$ cat src/rtl/mod31_down_timer.sv
// ============================================================================
// Module   : mod31_down_timer
// Brief    : Modulo-31 down-counter/timer with one-shot, auto-reload and
//            free-run wrap modes; optional sticky irq via MOD31_TIMER_IRQ_EN.
// Revision : 1.0
// ============================================================================
`default_nettype none

module mod31_down_timer #(
  parameter int RESET_VAL = 0
) (
  input  logic       clk,
  input  logic       rst_n,
  input  logic       load,
  input  logic [4:0] load_val,
  input  logic       start,
  input  logic       stop,
  input  logic       tick,
  input  logic [1:0] mode,
  output logic [4:0] count,
  output logic       busy,
  output logic       done,
  output logic       borrow
`ifdef MOD31_TIMER_IRQ_EN
  ,
  input  logic       irq_clr,
  output logic       irq
`endif
);

  localparam logic       C_ST_IDLE      = 1'b0;
  localparam logic       C_ST_RUN       = 1'b1;
  localparam logic [1:0] C_MODE_ONESHOT = 2'b00;
  localparam logic [1:0] C_MODE_RELOAD  = 2'b01;
  localparam logic [1:0] C_MODE_FREE    = 2'b10;
  localparam logic [4:0] C_MAX          = 5'd30;
  localparam logic [4:0] C_RESET_CNT    = (RESET_VAL >= 30) ? C_MAX : 5'(RESET_VAL);

  logic       r_state, w_state_nxt;
  logic [4:0] r_count, w_count_nxt;
  logic [4:0] r_reload, w_reload_nxt;
  logic [1:0] r_mode, w_mode_nxt;
  logic       r_done, w_done_nxt;
  logic       r_borrow, w_borrow_nxt;
  logic [4:0] w_load_clamped;
  logic [1:0] w_mode_in;

  assign w_load_clamped = (load_val == 5'd31) ? C_MAX : load_val;
  assign w_mode_in      = (mode == 2'b11) ? C_MODE_ONESHOT : mode;

  always_comb begin
    w_state_nxt  = r_state;
    w_count_nxt  = r_count;
    w_reload_nxt = r_reload;
    w_mode_nxt   = r_mode;
    w_done_nxt   = 1'b0;
    w_borrow_nxt = 1'b0;
    if (load) begin
      w_count_nxt  = w_load_clamped;
      w_reload_nxt = w_load_clamped;
      w_state_nxt  = C_ST_IDLE;
    end else if (stop) begin
      w_state_nxt = C_ST_IDLE;
    end else if (r_state == C_ST_IDLE) begin
      if (start) begin
        w_mode_nxt = w_mode_in;
        if (r_count != 5'd0 || w_mode_in == C_MODE_FREE) begin
          w_state_nxt = C_ST_RUN;
        end else begin
          // Starting from zero counts as an immediate expiry.
          w_done_nxt = 1'b1;
          if (w_mode_in == C_MODE_RELOAD) begin
            w_state_nxt = C_ST_RUN;
            w_count_nxt = r_reload;
          end
        end
      end
    end else if (tick) begin
      case (r_mode)
        C_MODE_FREE: begin
          if (r_count == 5'd0) begin
            w_count_nxt  = C_MAX;
            w_borrow_nxt = 1'b1;
          end else begin
            w_count_nxt = r_count - 5'd1;
          end
        end
        C_MODE_RELOAD: begin
          if (r_count == 5'd0) begin
            w_count_nxt = r_reload;
            w_done_nxt  = (r_reload == 5'd0);
          end else begin
            w_count_nxt = r_count - 5'd1;
            w_done_nxt  = (r_count == 5'd1);
          end
        end
        default: begin
          if (r_count <= 5'd1) begin
            w_count_nxt = 5'd0;
            w_done_nxt  = (r_count == 5'd1);
            w_state_nxt = C_ST_IDLE;
          end else begin
            w_count_nxt = r_count - 5'd1;
          end
        end
      endcase
    end
  end

  always_ff @(posedge clk or negedge rst_n) begin
    if (!rst_n) begin
      r_state  <= C_ST_IDLE;
      r_count  <= C_RESET_CNT;
      r_reload <= C_RESET_CNT;
      r_mode   <= C_MODE_ONESHOT;
      r_done   <= 1'b0;
      r_borrow <= 1'b0;
    end else begin
      r_state  <= w_state_nxt;
      r_count  <= w_count_nxt;
      r_reload <= w_reload_nxt;
      r_mode   <= w_mode_nxt;
      r_done   <= w_done_nxt;
      r_borrow <= w_borrow_nxt;
    end
  end

  assign count  = r_count;
  assign busy   = (r_state == C_ST_RUN);
  assign done   = r_done;
  assign borrow = r_borrow;

`ifdef MOD31_TIMER_IRQ_EN
  logic r_irq;

  // A visible strobe sets the flag; set beats a coincident clear.
  always_ff @(posedge clk or negedge rst_n) begin
    if (!rst_n) begin
      r_irq <= 1'b0;
    end else if (r_done || r_borrow) begin
      r_irq <= 1'b1;
    end else if (irq_clr) begin
      r_irq <= 1'b0;
    end
  end

  assign irq = r_irq;
`endif

endmodule

`default_nettype wire

$ cat config.mk
export PLATFORM = sky130hd
export DESIGN_NAME = mod31_down_timer
export DESIGN_NICKNAME = d
export VERILOG_FILES = /design/src/rtl/mod31_down_timer.sv
export SDC_FILE = /design/constraint.sdc
export NUM_CORES = 1
export LEC_CHECK = 0
export BUFFER_PORTS_ARGS = -buffer_cell sky130_fd_sc_hd__buf_4
export CAP_MARGIN = 20
export CORE_MARGIN = 8
export CORE_UTILIZATION = 55
export CTS_CLUSTER_DIAMETER = 150
export DETAILED_ROUTE_END_ITERATION = 6
export GPL_ROUTABILITY_DRIVEN = 0
export HOLD_SLACK_MARGIN = 0.1
export PLACE_DENSITY = 0.8
export SLEW_MARGIN = 0
export SYNTH_ARGS = -nofsm -noshare
export SYNTH_HDL_FRONTEND = slang
export SYNTH_SLANG_ARGS = --single-unit
$ cat constraint.sdc
create_clock -name clk -period 3 [get_ports clk]
set_input_delay 0.3 -clock clk [delete_from_list [all_inputs] [get_ports clk]]
set_output_delay 0.3 -clock clk [all_outputs]
set_load 0.005 [all_outputs]
### After elaboration in Yosys (flattened, before gate mapping)

Index checks and enable logic that the tools add are counted.

| storage, ports and cells | value |
|---|---|
| word-level logic and storage cells | 67 |
| flip-flop bits (word level) | 15 |
| input port bits | 13 |
| output and inout bits | 8 |

| cells by class | value |
|---|---|
| magnitude comparators | 1 |
| reductions and logical operators | 9 |
| eq/ne operators | 10 |
| add/subtract/negate cells | 1 |
| mux-type cells | 37 |
| bitwise gates (word level) | 3 |

Operators by type and width:

| operator | count |
|---|---|
| 5-bit two-way mux | 11 |
| 1-bit two-way mux | 23 |
| 5-bit zero test | 2 |
| 5-bit one-hot mux with 2 select lines | 1 |
| 2-bit equality test (second input constant) | 3 |
| 3-bit inequality test (second input constant) | 2 |
| 3-bit nonzero test | 2 |
| 5-bit by 1-bit equality test with 1-bit output (second input constant) | 1 |
| 5-bit equality test (second input constant) | 1 |
| 5-bit by 1-bit less-or-equal comparator with 1-bit output (second input constant) | 1 |
| 5-bit AND reduction | 1 |
| 5-bit nonzero test | 1 |
| 5-bit by 1-bit subtractor with 5-bit output (second input constant) | 1 |
| 2-bit by 1-bit equality test with 1-bit output (second input constant) | 2 |
| 4-bit AND reduction | 1 |
| 1-bit NOT | 3 |
| 2-bit two-way mux | 1 |
| 2-bit inequality test (second input constant) | 1 |
| 1-bit one-hot mux with 2 select lines | 1 |
| 2-bit OR reduction | 1 |
| 1-bit logical OR | 1 |

### Logic depth before layout (Yosys ltp)

Gate-level depths: netlist of the first run.

| depth | value |
|---|---|
| depth after elaboration | 9 |
| mapped depth | 7 |
| mapped depth without buffers | 6 |

### Worst setup path after synthesis of the first run

Ideal clock, no wire load.

| path | value |
|---|---|
| path kind | flip-flop to flip-flop |
| start | register r_count[0] (netlist: count[0]) |
| end | register r_count[3] (netlist: count[3]) |
| path slack | 1015 ps |
| required time | 2870 ps |
| clock period less this slack | 1985 ps |
| library setup time | 130 ps |
| data arrival time | 1855 ps |
| stages on the path, launching flop included | 8 |
| buffers on the path | 1 |
| path through | dfrtp_1 -> inv_1 -> ha_1 -> or4b_1 -> buf_2 -> or4_1 -> o211ai_1 -> a31oi_1 |

| on the way | value |
|---|---|
| cells in the longest elaborated chain, start to end | 7 |
| elaborated cells between the ends (all ways) | 15 |
| those cells by class | 1 x add/sub; 1 x order compare; 1 x eq/ne; 8 x mux; 4 x reduce/logical |

RTL lines:

| item | line | source |
|---|---|---|
| start, declared | 40 | `logic [4:0] r_count, w_count_nxt;` |
| start signal, assigned | 120 | `r_count <= w_count_nxt;` |
| 5-bit by 1-bit subtractor with 5-bit output (tied with other cells) | 85, 93, 103 |  |
| 5-bit two-way mux, on equally long branches | 98, 81, 89 |  |
| 5-bit one-hot mux with 2 select lines | 79 | `case (r_mode)` |
| 5-bit two-way mux | 78 | `end else if (tick) begin` |
| 5-bit two-way mux | 64 | `end else if (r_state == C_ST_IDLE) begin` |
| 5-bit two-way mux | 62 | `end else if (stop) begin` |
| 5-bit two-way mux | 58 | `if (load) begin` |

Several ways; a longest one is shown, not always the timed one. The select of a mux whose other input is x is not followed.
A chain may end at the register's enable or synchronous reset.

### Worst setup path in the final report of the first run

Ends and elaborated chain as after synthesis.

==> results.sh, run 1 <==
export IMPL_firstDrtPassIters=6
export IMPL_grt_max_degree=18
export IMPL_antenna_found_initial=0
export IMPL_tns_ps=0
export IMPL_crit_family="simple AND/OR/NAND/NOR gates"
export IMPL_yosysTopAreaCellShare_pct=36.5
export IMPL_synth_seq_area_share_pct=36.5
export IMPL_dp_cells=159
export IMPL_cts_tree="done"
export IMPL_portBuffers=20
export IMPL_die_h_um=59.2
export IMPL_syn_avg_cell_area_um2=8.63
export IMPL_die_w_um=59.2
export IMPL_switching_share_pct=36.0
export IMPL_slew_viol_final=0
export IMPL_cts_buffers=3
export IMPL_clk_path_buf_depth=2
export IMPL_drc=0
export IMPL_hold_path_class="in -> reg"
export IMPL_worstPathArrival_ps=2390
export IMPL_power_density_nw_per_um2=451
export IMPL_clockPowerShare_pct=21.7
export IMPL_area_growth_pct=19.5
export IMPL_detail_route_antenna_nets=0
export IMPL_ys_flop_type="dfrtp_1"
export IMPL_rsz0062_at_grt="false"
export IMPL_final_cells=164
export IMPL_nets=158
export IMPL_busiest_layer="met2"
export IMPL_ff2ff_setup_slack_ps=770
export IMPL_crit_path_start_kind="register"
export IMPL_slew_limit_headroom_pct=49.7
export IMPL_postCtsSetupBuffers=0
export IMPL_via_count=1023
export IMPL_cp_num_buf_inv=1
export IMPL_grt_overflow=0
export IMPL_h_tree_depth=1
export IMPL_grt_pass1_wl_um=4310
export IMPL_finalHoldViolations=0
export IMPL_max_stage_delay_ps=590
export IMPL_syn_inst=119
export IMPL_core_um2=1750
export IMPL_grtUsageMet1_pct=18.7
export IMPL_wl_per_cell_um=16.3
export IMPL_netlist_area_um2=1030
export IMPL_required_ps=3150
export IMPL_cts_hold_buf=1
export IMPL_ios=21
export IMPL_whs_ps=190
export IMPL_start_util_pct=58.9
export IMPL_synth_seq_cells=15
export IMPL_root_buffer="clkbuf_4"
export IMPL_hpwlAfterDp_um=2000
export IMPL_cp_slowest_cell="or4b_1"
export IMPL_yosysWarnings=0
export IMPL_max_freq_ghz=0.448
export IMPL_synth_top_area_cell="dfrtp_1"
export IMPL_postLayoutSetupSlackWorst_ps=766
export IMPL_finalCoreUtilization_pct=70.3
export IMPL_drive_above_1_share_pct=21.6
export IMPL_tightestPinTransition_ps=744
export IMPL_use_met2_pct=25.1
export IMPL_pwr_share_seq_pct=46.2
export IMPL_dieArea_um2=3510
export IMPL_met3_usage_pct=4.77
export IMPL_period_needed_ps=2230
export IMPL_path_class="reg -> reg"
export IMPL_yosys_top_cells_area="dfrtp_1, ha_1, nor2_1"
export IMPL_maxCapViolCount=0
export IMPL_grt_pass1_vias=942
export IMPL_comb_power_share_pct=32.1
export IMPL_path_cells="inv_1, ha_1, or4b_1, or4_1, o211ai_1, a31oi_1"
export IMPL_p_switching_w=0.000199
export IMPL_row_count=15
export IMPL_synth_edff_count=0
export IMPL_routed_wl_um=2670
export IMPL_vias_per_cell=6.24
export IMPL_gr_usage_all_layers_pct=15.8
export IMPL_period_share_pct=74.5
export IMPL_syn_nets=137
export IMPL_cts_resized_gates=0
export IMPL_diodes=0
export IMPL_clock_sinks=15
export IMPL_dr_first_iter_drc_count=74
export IMPL_place_ws_ps=819
export IMPL_ir_worst_vdd_v=0.000295
export IMPL_cp_end_kind="register"
export IMPL_cellLeakagePower_nw=0.523
export IMPL_clock_latency_ps=290
export IMPL_synth_async_reset_ratio_pct=100
export IMPL_worst_path_max_fanout=8
export IMPL_run_status="finished, final reports clean"
export IMPL_clkTransAtPathRegs_ps=90
export IMPL_fin_skew_ps=1.42
export IMPL_power_internal_w=0.000354
export IMPL_ys_types=35
export IMPL_setup_viol=0
[cell families after synthesis]
group | share of synthesized area (%)
multiplexers | 3.29
adder cells (fa/ha/maj) | 6.09
AO/OA/AOI/OAI | 21.1
AND/OR/NAND/NOR | 26.3
XOR/XNOR | 1.71
flip-flops | 36.5
buffers and inverters | 4.99
[layer usage]
metal	routed length [um]	share of wire [%]
met5	0	0
met2	1320	49
met3	168	6.3
met1	1140	43
met4	44	1.7
[synth_stat cells (3+ instances only)]
cell type / instances
a22oi_1: 3
nor3_1: 6
nor3b_1: 3
inv_1: 7
ha_1: 5
nand3_1: 3
or4_1: 3
a31oi_1: 5
nor2_1: 14
nand2_1: 8
clkbuf_1: 4
o21ai_0: 6
o211ai_1: 3
a41oi_1: 3
mux2_2: 3
nor2b_1: 3
dfrtp_1: 15
[cell usage in the layout, fill, tap and decap left out, types with 3 or more instances in the layout]
master and instances:
clkbuf_4 3, o21ai_0 6, inv_1 7, a41oi_1 3, nand2_1 8, mux2_2 3
or4_1 3, a31oi_1 5, nand3_1 3, ha_1 5, nor2_1 14, o211ai_1 3
a22oi_1 3, dfrtp_1 15, buf_4 21, nor3_1 6, nor3b_1 3, nor2b_1 3
[through the flow]
| step | power [W] | instance area (um2) |
|---|---|---|
| after floorplan | 0.000364 | 1030 |
| after global placement | 0.000425 | 1190 |
| after detailed placement | 0.000431 | 1190 |
| after CTS | 0.000550 | 1230 |
| after global routing | 0.000586 | 1230 |
| final | 0.000553 | 1230 |
[cell type report]
cell class | instances | area, um2
Multi-Input combinational cell | 91 | 601
Fill cell | 140 | 518
Sequential cell | 15 | 375
Timing Repair Buffer | 22 | 168
Tap cell | 25 | 31.3
Clock buffer | 4 | 26.3
Inverter | 7 | 26.3
[final timing paths]
path	startpoint	endpoint	depth (start not counted)
worst max-delay path	count[0]$_DFFE_PN0P_	count[3]$_DFFE_PN0P_	6
worst min-delay path	stop	busy$_DFF_PN0_	2
worst max register to register	count[0]$_DFFE_PN0P_	count[3]$_DFFE_PN0P_	6
worst min register to register	r_reload[3]$_DFFE_PN0P_	r_reload[3]$_DFFE_PN0P_	1
max in group asynchronous	rst_n	count[3]$_DFFE_PN0P_	2
min in group asynchronous	rst_n	count[4]$_DFFE_PN0P_	2
[state kept, by name (all words and copies together) (netlist names)]
name	count
borrow	1
busy	1
count	5
done	1
r_mode	2
r_reload	5
[power groups by stage]
| stage | combinational, W | sequential (W) | clock (W) |
|---|---|---|---|
| 2_1_floorplan | 0.000114 | 0.000251 | 0 |
| 6_report | 0.000178 | 0.000256 | 0.000120 |
| 4_1_cts | 0.000175 | 0.000255 | 0.000120 |
| 3_3_place_gp | 0.000169 | 0.000257 | 0 |
| 3_5_place_dp | 0.000173 | 0.000259 | 0 |
| 5_1_grt | 0.000193 | 0.000260 | 0.000133 |
Power figures use the tool's default switching activity.
==> run 2, diff against run 1 <==
Settings changed: ABC_AREA from default to 1, CORE_UTILIZATION 55 to 54, PLACE_DENSITY 0.8 to 0.78.
Clock period 3 ns to 2.1 ns, I/O delays scaled along.
==> run 2 against run 1 <==
Compared with the run above: first-iteration DRC count decreased by 57%; clock-buffer cell count did not move; clock power grew 39%; synthesized cell count is 40% higher; register-to-register slack worse by 390 ps; largest power group is now combinational cells.
==> results.sh, run 2 <==
export IMPL_core_um2=1980
export IMPL_vias_per_cell=5.15
export IMPL_worstPathArrival_ps=1900
export IMPL_dieArea_um2=3870
export IMPL_clkTransAtPathRegs_ps=90
export IMPL_grt_overflow=0
export IMPL_clockPowerShare_pct=17.4
export IMPL_layout_commonest_cell="nand2_1"
export IMPL_grt_max_degree=22
export IMPL_crit_top_cell="inv_1"
export IMPL_cts_resized_gates=0
export IMPL_whs_ps=160
export IMPL_dr_first_iter_drc_count=32
export IMPL_clk_path_buf_depth=2
export IMPL_synth_compound_area_share_pct=13.7
export IMPL_grt_pass1_vias=1107
export IMPL_ys_top_cells_by_count="nand2_1, nor2_1, inv_1, dfrtp_1, nand3_1"
export IMPL_fin_skew_ps=3.81
export IMPL_cts_hold_buf=1
export IMPL_switching_share_pct=39.9
export IMPL_max_stage_delay_ps=440
export IMPL_synth_edff_count=0
export IMPL_final_cell_mix="nand2_1, nor2_1, inv_1, buf_4"
export IMPL_setup_viol=0
export IMPL_syn_avg_cell_area_um2=6.89
export IMPL_met1_length_um=1260
export IMPL_firstDrtPassIters=4
export IMPL_final_cells=216
export IMPL_synth_area_mux_share_pct=0
export IMPL_portBuffers=20
export IMPL_die_w_um=62.2
export IMPL_dp_cells=211
export IMPL_hpwlAfterDp_um=2170
export IMPL_ir_worst_vdd_v=0.000572
export IMPL_power_internal_w=0.000576
export IMPL_comb_power_share_pct=41.6
export IMPL_cts_tree="done"
export IMPL_clock_latency_ps=290
export IMPL_cts_buffers=3
export IMPL_area_growth_pct=17.6
export IMPL_slew_viol_final=0
export IMPL_max_freq_ghz=0.581
export IMPL_place_area_um2=1320
export IMPL_syn_nets=185
export IMPL_period_share_pct=81.9
export IMPL_netlist_area_um2=1150
export IMPL_synth_seq_cells=15
export IMPL_start_util_pct=58.1
export IMPL_h_tree_depth=1
export IMPL_diodes=0
export IMPL_finalHoldViolations=0
export IMPL_die_h_um=62.2
export IMPL_tightestPinTransition_ps=417
export IMPL_slew_limit_headroom_pct=72.2
export IMPL_ios=21
export IMPL_synth_simple_area_share_pct=37.1
export IMPL_grt_pass1_wl_um=4860
export IMPL_yosysWarnings=0
export IMPL_dr_wl_met3_um=176
export IMPL_cellLeakagePower_nw=0.683
export IMPL_wl_per_cell_um=12.5
export IMPL_via_count=1113
export IMPL_postCtsSetupBuffers=0
export IMPL_synth_top_family_by_area="simple AND/OR/NAND/NOR gates"
export IMPL_cp_num_buf_inv=2
export IMPL_pwr_share_seq_pct=41.0
export IMPL_ys_flop_type="dfrtp_1"
export IMPL_cp_slowest_cell="dfrtp_1"
export IMPL_synth_seq_area_share_pct=32.6
export IMPL_p_switching_w=0.000383
export IMPL_path_class="reg -> reg"
export IMPL_power_density_nw_per_um2=708
export IMPL_crit_family="simple AND/OR/NAND/NOR gates"
export IMPL_synth_most_common_cell="nand2_1"
export IMPL_tns_ps=0
export IMPL_antenna_found_initial=0
export IMPL_gr_usage_all_layers_pct=14.7
export IMPL_ys_types=25
export IMPL_rsz0062_at_grt="false"
export IMPL_syn_inst=167
export IMPL_worst_path_max_fanout=7
export IMPL_root_buffer="clkbuf_4"
export IMPL_cp_end_kind="register"
export IMPL_crit_path_start_kind="register"
export IMPL_run_status="finished, final reports clean"
export IMPL_path_cells="inv_1, ha_1, inv_1, nor2_4, nand3_2, nand2_2, nand4_4, nor2_1, a21oi_2"
export IMPL_synth_xor_area_share_pct=0.761
export IMPL_synth_top_area_cell="dfrtp_1"
export IMPL_drc=0
export IMPL_drive_above_1_share_pct=17.5
export IMPL_required_ps=2280
export IMPL_clock_sinks=15
export IMPL_period_needed_ps=1720
export IMPL_hold_path_class="in -> reg"
export IMPL_synth_fa_ha_area_share_pct=5.43
export IMPL_routed_wl_um=2710
export IMPL_nets=208
export IMPL_ff2ff_setup_slack_ps=380
export IMPL_row_count=16
export IMPL_detail_route_antenna_nets=0
export IMPL_highest_layer="met4"
export IMPL_design_area_um2=1350
export IMPL_synth_async_reset_ratio_pct=100
export IMPL_yosys_top_cells_area="dfrtp_1, nand2_1, nor2_1"
export IMPL_yosysTopAreaCellShare_pct=32.6
export IMPL_maxCapViolCount=0
export IMPL_route_met2_wl_um=1230
## run 2: path summary, 6_finish.rpt
check / cells after the start / startpoint / endpoint
max in group asynchronous: 2 / rst_n / count[4]$_DFFE_PN0P_
min: 3 / load_val[2] / r_reload[2]$_DFFE_PN0P_
min in group asynchronous: 2 / rst_n / busy$_DFF_PN0_
min reg2reg: 2 / r_mode[0]$_DFFE_PN0P_ / r_mode[0]$_DFFE_PN0P_
max reg2reg: 9 / count[0]$_DFFE_PN0P_ / count[3]$_DFFE_PN0P_
max: 9 / count[0]$_DFFE_PN0P_ / count[3]$_DFFE_PN0P_
## run 2: cell type report
class                   instances  area (um2)
multi-input cells             123         656
fillers                       178         628
flip-flops and latches         15         375
repair buffers                 21         160
inverters                      26         103
well taps                      27        33.8
clock buffers                   4        26.3
## run 2: cell families after synthesis
logic type	count (synthesis)
AND/OR/NAND/NOR	91
buffers and inverters	29
AO/OA/AOI/OAI	26
flip-flops	15
adder cells (fa/ha/maj)	5
XOR/XNOR	1
## run 2: per-stage QoR
stage          worst slack, ps  util (%)  power (W)
6_report                   379      68.3   0.000959
5_1_grt                    235      68.3    0.00104
4_1_cts                    387      68.3   0.000970
3_5_place_dp               406      66.5   0.000797
3_3_place_gp               456      66.5   0.000791
2_1_floorplan              585         -   0.000664
## run 2: worst min-delay path: cells and delay by family
| family | cells | cell delay [ps] |
|---|---|---|
| buf+inv | 1 | 80 |
| simple gates | 1 | 50 |
| compound gates | 1 | 60 |
## run 2: metal layers
metal,GRT usage [%],up-vias
met5,0,-
met4,5.54,0
li1,-,583
met2,24.1,38
met3,3.23,5
met1,18.2,487
## run 2: power groups by stage
stage | logic (W) | clock network [W] | registers (W)
finish | 0.000399 | 0.000167 | 0.000393
floorplan | 0.000277 | 0 | 0.000387
global route | 0.000456 | 0.000184 | 0.000402
global placement | 0.000396 | 0 | 0.000395
detailed placement | 0.000397 | 0 | 0.000400
CTS | 0.000401 | 0.000175 | 0.000393
